**src/rtl/mm_sched_pkg.sv**
```systemverilog
// mm_sched_pkg: shared FSM states, parameter defaults and result saturation for the matrix-multiply job scheduler
package mm_sched_pkg;
  typedef enum logic [2:0] {IDLE, LOAD_A, LOAD_B, START, WAIT} state_t;
  localparam int MAT_SIZE_DEF = 9;
  localparam int FRAC_SHIFT_DEF = 10;
  localparam int TIMEOUT_DEF = 255;
  function automatic logic signed [127:0] sat(input logic signed [127:0] v, input int dw);
    logic signed [127:0] mx;
    mx = (128'sd1 <<< (dw - 1)) - 128'sd1;
    return v > mx ? mx : v < -mx - 128'sd1 ? -mx - 128'sd1 : v;
  endfunction
endpackage

```
**src/rtl/mm_job_scheduler_rr_arb2.sv**
```systemverilog
// rr_arb2: two-way round-robin arbiter (req, last-served lp, en -> one-hot gnt; a tie goes to the requester that is not lp)
module rr_arb2
  import mm_sched_pkg::*;
(
  input  logic [1:0] req,
  input  logic       lp,
  input  logic       en,
  output logic [1:0] gnt
);
  always_comb gnt = !en ? 2'b00 : req == 2'b11 ? (lp ? 2'b01 : 2'b10) : req;
endmodule

```
**src/rtl/mm_job_scheduler.sv**
```systemverilog
// mm_job_scheduler: shares one 3x3 multiplier between two requesters (req/gnt/op_* in, mm_* to multiplier, scaled res_* and job_done/job_err out)
module mm_job_scheduler
  import mm_sched_pkg::*;
#(
  parameter int DATA_WIDTH = 32,
  parameter int ACC_WIDTH  = 66,
  parameter int FRAC_SHIFT = FRAC_SHIFT_DEF,
  parameter int MAT_SIZE   = MAT_SIZE_DEF,
  parameter int TIMEOUT    = TIMEOUT_DEF
) (
  input  logic                        clk,
  input  logic                        rst,
  input  logic [1:0]                  req,
  output logic [1:0]                  gnt,
  input  logic [2*DATA_WIDTH-1:0]     op_data,
  input  logic [1:0]                  op_valid,
  output logic [1:0]                  op_ready,
  output logic [DATA_WIDTH-1:0]       res_data,
  output logic [1:0]                  res_row,
  output logic [1:0]                  res_col,
  output logic                        res_id,
  output logic                        res_valid,
  output logic                        job_done,
  output logic                        job_err,
  output logic                        busy,
  output logic                        mm_start,
  output logic [DATA_WIDTH-1:0]       mm_a_in,
  output logic [DATA_WIDTH-1:0]       mm_b_in,
  output logic [3:0]                  mm_a_addr,
  output logic [3:0]                  mm_b_addr,
  output logic                        mm_a_wen,
  output logic                        mm_b_wen,
  input  logic signed [ACC_WIDTH-1:0] mm_c_out,
  input  logic                        mm_c_valid,
  input  logic                        mm_done,
  input  logic [1:0]                  mm_row,
  input  logic [1:0]                  mm_col
);
  localparam int WW = $clog2(TIMEOUT + 1);
  state_t state, nxt;
  logic [1:0] arb_gnt;
  logic [3:0] cnt;
  logic [WW-1:0] wdog;
  logic lp, g, load, acc, last, abort, tmo;
  logic [DATA_WIDTH-1:0] word;
  logic signed [127:0] c_wide;
  assign g = gnt[1];
  assign load = state == LOAD_A || state == LOAD_B;
  assign word = op_data[g*DATA_WIDTH +: DATA_WIDTH];
  assign acc = load && req[g] && op_valid[g];
  assign last = acc && cnt == 4'(MAT_SIZE - 1);
  assign abort = load && !req[g];
  // mm_done on the final watchdog cycle still counts as a normal finish
  assign tmo = state == WAIT && !mm_done && wdog == WW'(TIMEOUT - 1);
  assign c_wide = 128'(mm_c_out) >>> FRAC_SHIFT;

  rr_arb2 u_arb (
    .req(req),
    .lp (lp),
    .en (state == IDLE),
    .gnt(arb_gnt)
  );

  always_ff @(posedge clk or posedge rst)
    if (rst) state <= IDLE;
    else state <= nxt;

  always_comb begin
    nxt = state;
    case (state)
      IDLE:    nxt = |req ? LOAD_A : IDLE;
      LOAD_A:  nxt = abort ? IDLE : last ? LOAD_B : LOAD_A;
      LOAD_B:  nxt = abort ? IDLE : last ? START : LOAD_B;
      START:   nxt = WAIT;
      WAIT:    nxt = mm_done || tmo ? IDLE : WAIT;
      default: nxt = IDLE;
    endcase
  end

  // ready is withdrawn as soon as the owner drops req, so an aborting cycle never accepts a word
  always_comb begin
    op_ready = load ? gnt & req : 2'b00;
    busy = state != IDLE;
  end

  always_ff @(posedge clk or posedge rst)
    if (rst) begin
      gnt <= '0;
      lp <= 1'b1;
      cnt <= '0;
      wdog <= '0;
      mm_a_in <= '0;
      mm_b_in <= '0;
      mm_a_addr <= '0;
      mm_b_addr <= '0;
      mm_a_wen <= 1'b0;
      mm_b_wen <= 1'b0;
      mm_start <= 1'b0;
      res_data <= '0;
      res_row <= '0;
      res_col <= '0;
      res_id <= 1'b0;
      res_valid <= 1'b0;
      job_done <= 1'b0;
      job_err <= 1'b0;
    end else begin
      gnt <= state == IDLE ? arb_gnt : nxt == IDLE ? 2'b00 : gnt;
      lp <= state != IDLE && nxt == IDLE ? g : lp;
      cnt <= state == IDLE || last ? 4'd0 : acc ? cnt + 4'd1 : cnt;
      mm_a_wen <= acc && state == LOAD_A;
      mm_b_wen <= acc && state == LOAD_B;
      if (acc && state == LOAD_A) begin
        mm_a_in <= word;
        mm_a_addr <= cnt;
      end
      if (acc && state == LOAD_B) begin
        mm_b_in <= word;
        mm_b_addr <= cnt;
      end
      // start is registered so it lands one cycle after the last B write
      mm_start <= state == START;
      wdog <= state == WAIT ? wdog + 1'b1 : '0;
      res_valid <= state == WAIT && mm_c_valid;
      if (state == WAIT && mm_c_valid) begin
        res_data <= DATA_WIDTH'(sat(c_wide, DATA_WIDTH));
        res_row <= mm_row;
        res_col <= mm_col;
        res_id <= g;
      end
      job_done <= state == WAIT && mm_done;
      job_err <= abort || tmo;
    end
endmodule

```
**config.mk**
```make
export PLATFORM = sky130hd
export DESIGN_NAME = mm_job_scheduler
export DESIGN_NICKNAME = d
export VERILOG_FILES = /design/src/rtl/mm_sched_pkg.sv /design/src/rtl/mm_job_scheduler_rr_arb2.sv /design/src/rtl/mm_job_scheduler.sv
export SDC_FILE = /design/constraint.sdc
export NUM_CORES = 1
export LEC_CHECK = 0
export ABC_AREA = 1
export CELL_PAD_IN_SITES_DETAIL_PLACEMENT = 1
export CELL_PAD_IN_SITES_GLOBAL_PLACEMENT = 1
export CORE_MARGIN = 5
export CORE_UTILIZATION = 33
export CTS_BUF_LIST = sky130_fd_sc_hd__clkbuf_8
export CTS_CLUSTER_DIAMETER = 60
export DETAILED_ROUTE_END_ITERATION = 16
export GPL_TIMING_DRIVEN = 0
export PLACE_DENSITY = 0.95
export SLEW_MARGIN = 10
export SYNTH_ARGS = -nofsm -noshare
export SYNTH_HDL_FRONTEND = slang
export SYNTH_SLANG_ARGS = --single-unit
```
**constraint.sdc**
```tcl
create_clock -name clk -period 8.4 [get_ports clk]
set_input_delay 0.84 -clock clk [delete_from_list [all_inputs] [get_ports clk]]
set_output_delay 0.84 -clock clk [all_outputs]
set_load 0.05 [all_outputs]
```
==> Yosys cells after proc, flatten, opt, wreduce, memory -nomap -nowiden <==
Cells that the tools add are included.
{ "word_totals": {"output_inout_bits": 120, "rom_bits": 0, "mem_bits_rw": 0, "register_bits": 133, "latchBits": 0, "word_cells": 77, "mem_count": 0} }
{ "classes": {"n_bitwise": 1, "eq_ne": 7, "n_shift": 1, "div": 0, "n_addsub": 2, "mul": 0, "n_reduce_logical": 23, "n_mux": 21, "order_cmp": 3} }
{ "ops": {"columns": ["operator", "n"], "rows": [
  ["32-bit two-way mux", 2],
  ["64-bit by 7-bit variable part select with 32-bit output", 1],
  ["56-bit by 32-bit greater-than comparator with 1-bit output, second input constant", 1],
  ["56-bit by 32-bit less-than comparator with 1-bit output, second input constant", 1],
  ["2-bit two-way mux", 8],
  ["3-bit one-hot mux with 5 select lines", 1],
  ["1-bit logical AND", 11],
  ["8-bit by 1-bit adder with 8-bit output, second input constant", 1],
  ["8-bit == test, second input constant", 1],
  ["4-bit two-way mux", 2],
  ["8-bit two-way mux", 1],
  ["3-bit by 2-bit == test with 1-bit output, second input constant", 2],
  ["3-bit zero test", 2],
  ["1-bit two-way mux", 6],
  ["4-bit by 1-bit adder with 4-bit output, second input constant", 1],
  ["4-bit == test, second input constant", 1],
  ["1-bit logical OR", 4],
  ["2-bit nonzero test", 2],
  ["3-bit by 1-bit == test with 1-bit output, second input constant", 1],
  ["3-bit == test, second input constant", 1],
  ["3-bit two-way mux", 1],
  ["3-bit nonzero test", 1],
  ["2-bit bitwise AND", 1],
  ["2-bit == test, second input constant", 1],
  ["other kinds (3)", 4]
]} }

==> Depth between registers and ports, before layout <==
{ "logic_depth": {"depth_word": 11, "depth_mapped": 13, "ltp_nobuf": 12} }

==> By module <==
Synthesis repeated with hierarchy kept, for this count alone.
{ "hier_totals": {"cells_unflattened": 810, "hier_area_um2": 6109.6} }
{ "modules_own_cells": {"columns": ["mod", "instances", "seq_area_each_um2", "cells_per_inst", "area_each_um2"], "rows": [
  ["mm_job_scheduler", 1, 3329.4, 805, 6088.3],
  ["rr_arb2", 1, 0.0, 5, 21.3]
]} }

==> Least setup slack after synthesis <==
Ideal clock, no wire load.
{ "synth_path": {"kind": "flip-flop to output port", "from": "reg gnt[1]", "to": "out op_ready[1]", "t_required_ps": 7560, "arrival_ps": 1579, "n_path_buf": 1, "path_stages_with_launch": 4, "slack_ps": 5981, "path_cell_list": "dfrtp_1 buf_6 nand2_2 nor2_1"} }
{ "synth_via": {"elab_chain_cells": 2} }
{ "synth_rtl": {"columns": ["item", "line", "rtl"], "rows": [
  ["from (decl)", "mm_job_scheduler.sv:14", "output logic [1:0] gnt,"],
  ["from (signal assigned)", "mm_job_scheduler.sv:107", "gnt <= state == IDLE ? arb_gnt : nxt == IDLE ? 2'b00 : gnt;"],
  ["2-bit bitwise AND", "mm_job_scheduler.sv:82", "op_ready = load ? gnt & req : 2'b00;"],
  ["2-bit two-way mux", "mm_job_scheduler.sv:82", null],
  ["to (decl)", "mm_job_scheduler.sv:17", "output logic [1:0] op_ready,"]
]} }
No other way between the ends.

==> Worst setup path in the final report <==
{ "layout_path": {"from": "in req[1]", "to": "out op_ready[1]"} }
{ "layout_via": {"elab_chain_cells": 2} }
{ "layout_rtl": {"columns": ["item", "line", "rtl"], "rows": [
  ["from (decl)", "mm_job_scheduler.sv:13", "input logic [1:0] req,"],
  ["2-bit bitwise AND", "mm_job_scheduler.sv:82", null],
  ["2-bit two-way mux", "mm_job_scheduler.sv:82", null]
]} }
No other way between the ends.

==> results.sh <==
export IMPL_status="finished, final reports clean"
export IMPL_die_area_um2=21290
export IMPL_period_minus_slack_ps=3277
export IMPL_final_cells=1322
export IMPL_irDropWorstVdd_uv=117.2
export IMPL_io_pins=262
export IMPL_nNetsFinal=1225
export IMPL_p_leak_nw=4.724
export IMPL_dp_cells=1289
export IMPL_drt_iter0_drc=154
export IMPL_area_delta_synth_final_pct=53.38
export IMPL_grt_pass1_wl_um=35670
export IMPL_clkLatencyLatePin_ps=440
export IMPL_dp_hpwl_um=16810
export IMPL_wl_per_cell_um=16.60
export IMPL_r2r_start="gnt[1]"
export IMPL_cts_root_buf="clkbuf_8"
export IMPL_dieWidth_um=145.9
export IMPL_postSynthCellCount=808
export IMPL_cts_path_max_buffers=2
export IMPL_critPathKind="in2out"
export IMPL_grt_overflow=0
export IMPL_yosysSeqAreaShare=0.5463
export IMPL_post_dp_cell_area_um2=8926
export IMPL_clock_skew_ps=12.78
export IMPL_syn_nets=954
export IMPL_start_util=0.3370
export IMPL_hold_viol=0
export IMPL_finalMaxSlewViolations=0
export IMPL_synth_largest_area_cell="dfrtp_1"
export IMPL_setup_violations=0
export IMPL_finalWeightedCongestion=0.8318
export IMPL_vias=6237
export IMPL_worstPathArrival_ps=2440
export IMPL_syn_area_um2=6095
export IMPL_synth_area_leaders="dfrtp_1 (54%), nand2_1 (31%), nor2_1 (2.2%)"
export IMPL_fp_row_count=49
export IMPL_post_cts_resized=0
export IMPL_drc=0
export IMPL_nFillCells=2218
export IMPL_grt_pass1_vias=6863
export IMPL_ys_types=29
export IMPL_cts_max_level=4
export IMPL_cts_buffers=17
export IMPL_chipHeight_um=145.9
export IMPL_grt_max_degree=68
export IMPL_holdCritPathClass="reg2reg"
export IMPL_postCtsSetupBuffers=0
export IMPL_antenna_found_initial=1
export IMPL_cts_clk_slew_worst_paths_ps=90
export IMPL_clock_fmax_ghz=0.3052
export IMPL_end_kind="primary output"
export IMPL_layout_drive_gt1_share=0.07784
export IMPL_tns_ps=0
export IMPL_drtAntennaViolNets=0
export IMPL_post_route_period_util=0.3901
export IMPL_vias_per_cell=4.718
export IMPL_startpoint="req[1]"
export IMPL_hold_buffers=0
export IMPL_avgSynthCellArea_um2=7.543
export IMPL_cp_data_required_time_ps=7560
export IMPL_max_slew_margin=0.5637
export IMPL_firstDrtPassIters=4
export IMPL_clock_sinks=133
export IMPL_wirelength_um=21950
export IMPL_core_area_um2=18090
export IMPL_finalInstanceArea_um2=9348
export IMPL_min_from="mm_a_in[16]"
export IMPL_ys_warn_count=0
export IMPL_rsz0062_at_grt="false"
export IMPL_startpoint_type="primary input"
export IMPL_drv_cap=0
export IMPL_worst_pin_slew_ps=654.4
export IMPL_ys_seq_elements=133
export IMPL_tritoncts="done"
export IMPL_placement_io_buffers=251
export IMPL_grt_total_usage=0.2083
export IMPL_synth_top_area_share=0.5420
export IMPL_power_density_nw_per_um2=257.3
export IMPL_crit_fanout=3
[cells in the mapped netlist, drive strengths merged]
cell type  instances
o21bai             1
o211ai             1
dfrtp            132
nand4              5
ha                 4
nor3b              1
dfstp              1
o21a               1
nor2              39
nor3               4
nand2            518
o32ai              1
nand3             14
buf               24
a21oi              8
a31oi              1
o21ai             15
clkbuf            10
inv               28
[routing by layer]
metal	track usage	vias up	wire length [µm]
met2	0.3647	187	11060
met3	0.06976	45	1504
met4	0.07502	0	679
li1	-	3009	-
met5	0	-	0
met1	0.2370	2996	8705
[worst max-delay path, cell delays in order]
cell and delay, ps:
clkdlybuf4s50_1 500, nand2_2 90, nor2_1 130, clkdlybuf4s50_1 870
[cell families (layout without fill, tap and decap cells)]
| kind of cell | count (synthesis) | count (layout) | synth area share |
|---|---|---|---|
| AND/OR/NAND/NOR | 581 | 581 | 0.3759 |
| buffers and inverters | 62 | 346 | 0.04455 |
| adder cells (fa/ha/maj) | 4 | 4 | 0.008212 |
| other | 0 | 1 | 0 |
| flip-flops | 133 | 133 | 0.5463 |
| AO/OA/AOI/OAI | 28 | 28 | 0.02505 |
[layout make-up]
type	count	area, µm²	area share
tap	229	286.5	0.03065
multi-input combinational	613	2494	0.2668
timing repair buffer	252	2540	0.2717
clock inverter	13	157.7	0.01687
clock buffer	19	261.5	0.02797
antenna	1	2.502	0.0002677
sequential	133	3329	0.3562
inverter	28	112.6	0.01205
buffer	34	163.9	0.01753
[metrics by stage]
step	util	power, W	setup slack, ps	hold WS, ps
after floorplan	-	0.001442	4007	449.2
after global placement	0.4917	0.001814	1948	452.8
after detailed placement	0.4935	0.001847	5131	459.8
after CTS	0.5167	0.002436	5127	483.2
after global routing	0.5168	0.002546	5022	500.0
final	0.5168	0.002405	5123	477.6
[registers in the layout, summed over array words and instances (netlist names), 3 cells and up]
signal / flops
state: 3
wdog: 8
cnt: 4
mm_b_addr: 4
mm_a_addr: 4
mm_a_in: 32
res_data: 32
mm_b_in: 32
[cell usage in the layout (no fill, tap or decap), types with 4 or more instances in the layout]
| cell type | netlist | layout |
|---|---|---|
| nand2_1 | 509 | 509 |
| dfrtp_1 | 132 | 132 |
| nand3_1 | 13 | 13 |
| clkbuf_8 | 0 | 19 |
| nor3_1 | 4 | 4 |
| a21oi_1 | 8 | 8 |
| clkdlybuf4s50_1 | 0 | 251 |
| o21ai_1 | 6 | 6 |
| o21ai_0 | 9 | 9 |
| ha_1 | 4 | 4 |
| nand4_1 | 5 | 5 |
| inv_6 | 0 | 8 |
| clkbuf_1 | 10 | 10 |
| nor2_1 | 35 | 35 |
| inv_2 | 10 | 10 |
| nand2_2 | 7 | 7 |
| inv_1 | 17 | 16 |
| buf_2 | 23 | 23 |
[final timing paths]
| path | endpoint | slack [ps] | cells after the start |
|---|---|---|---|
| setup / recovery | op_ready[1] | 5120 | 4 |
| hold / removal | mm_a_in[16] | 480 | 2 |
| setup reg to reg | mm_b_in[2] | 6620 | 8 |
| hold reg to reg | mm_a_in[16] | 480 | 2 |
| max in group asynchronous | res_data[28] | 6760 | 3 |
| min in group asynchronous | mm_a_in[27] | 880 | 2 |
[report_power, final]
group	leakage, nW	switching, W	total (W)	internal, W
Sequential	1.79	0.0000571	0.000794	0.000737
Clock	0.211	0.000287	0.000577	0.000290
Combinational	2.72	0.000713	0.00103	0.000322
(Power assumes the default switching activity.)
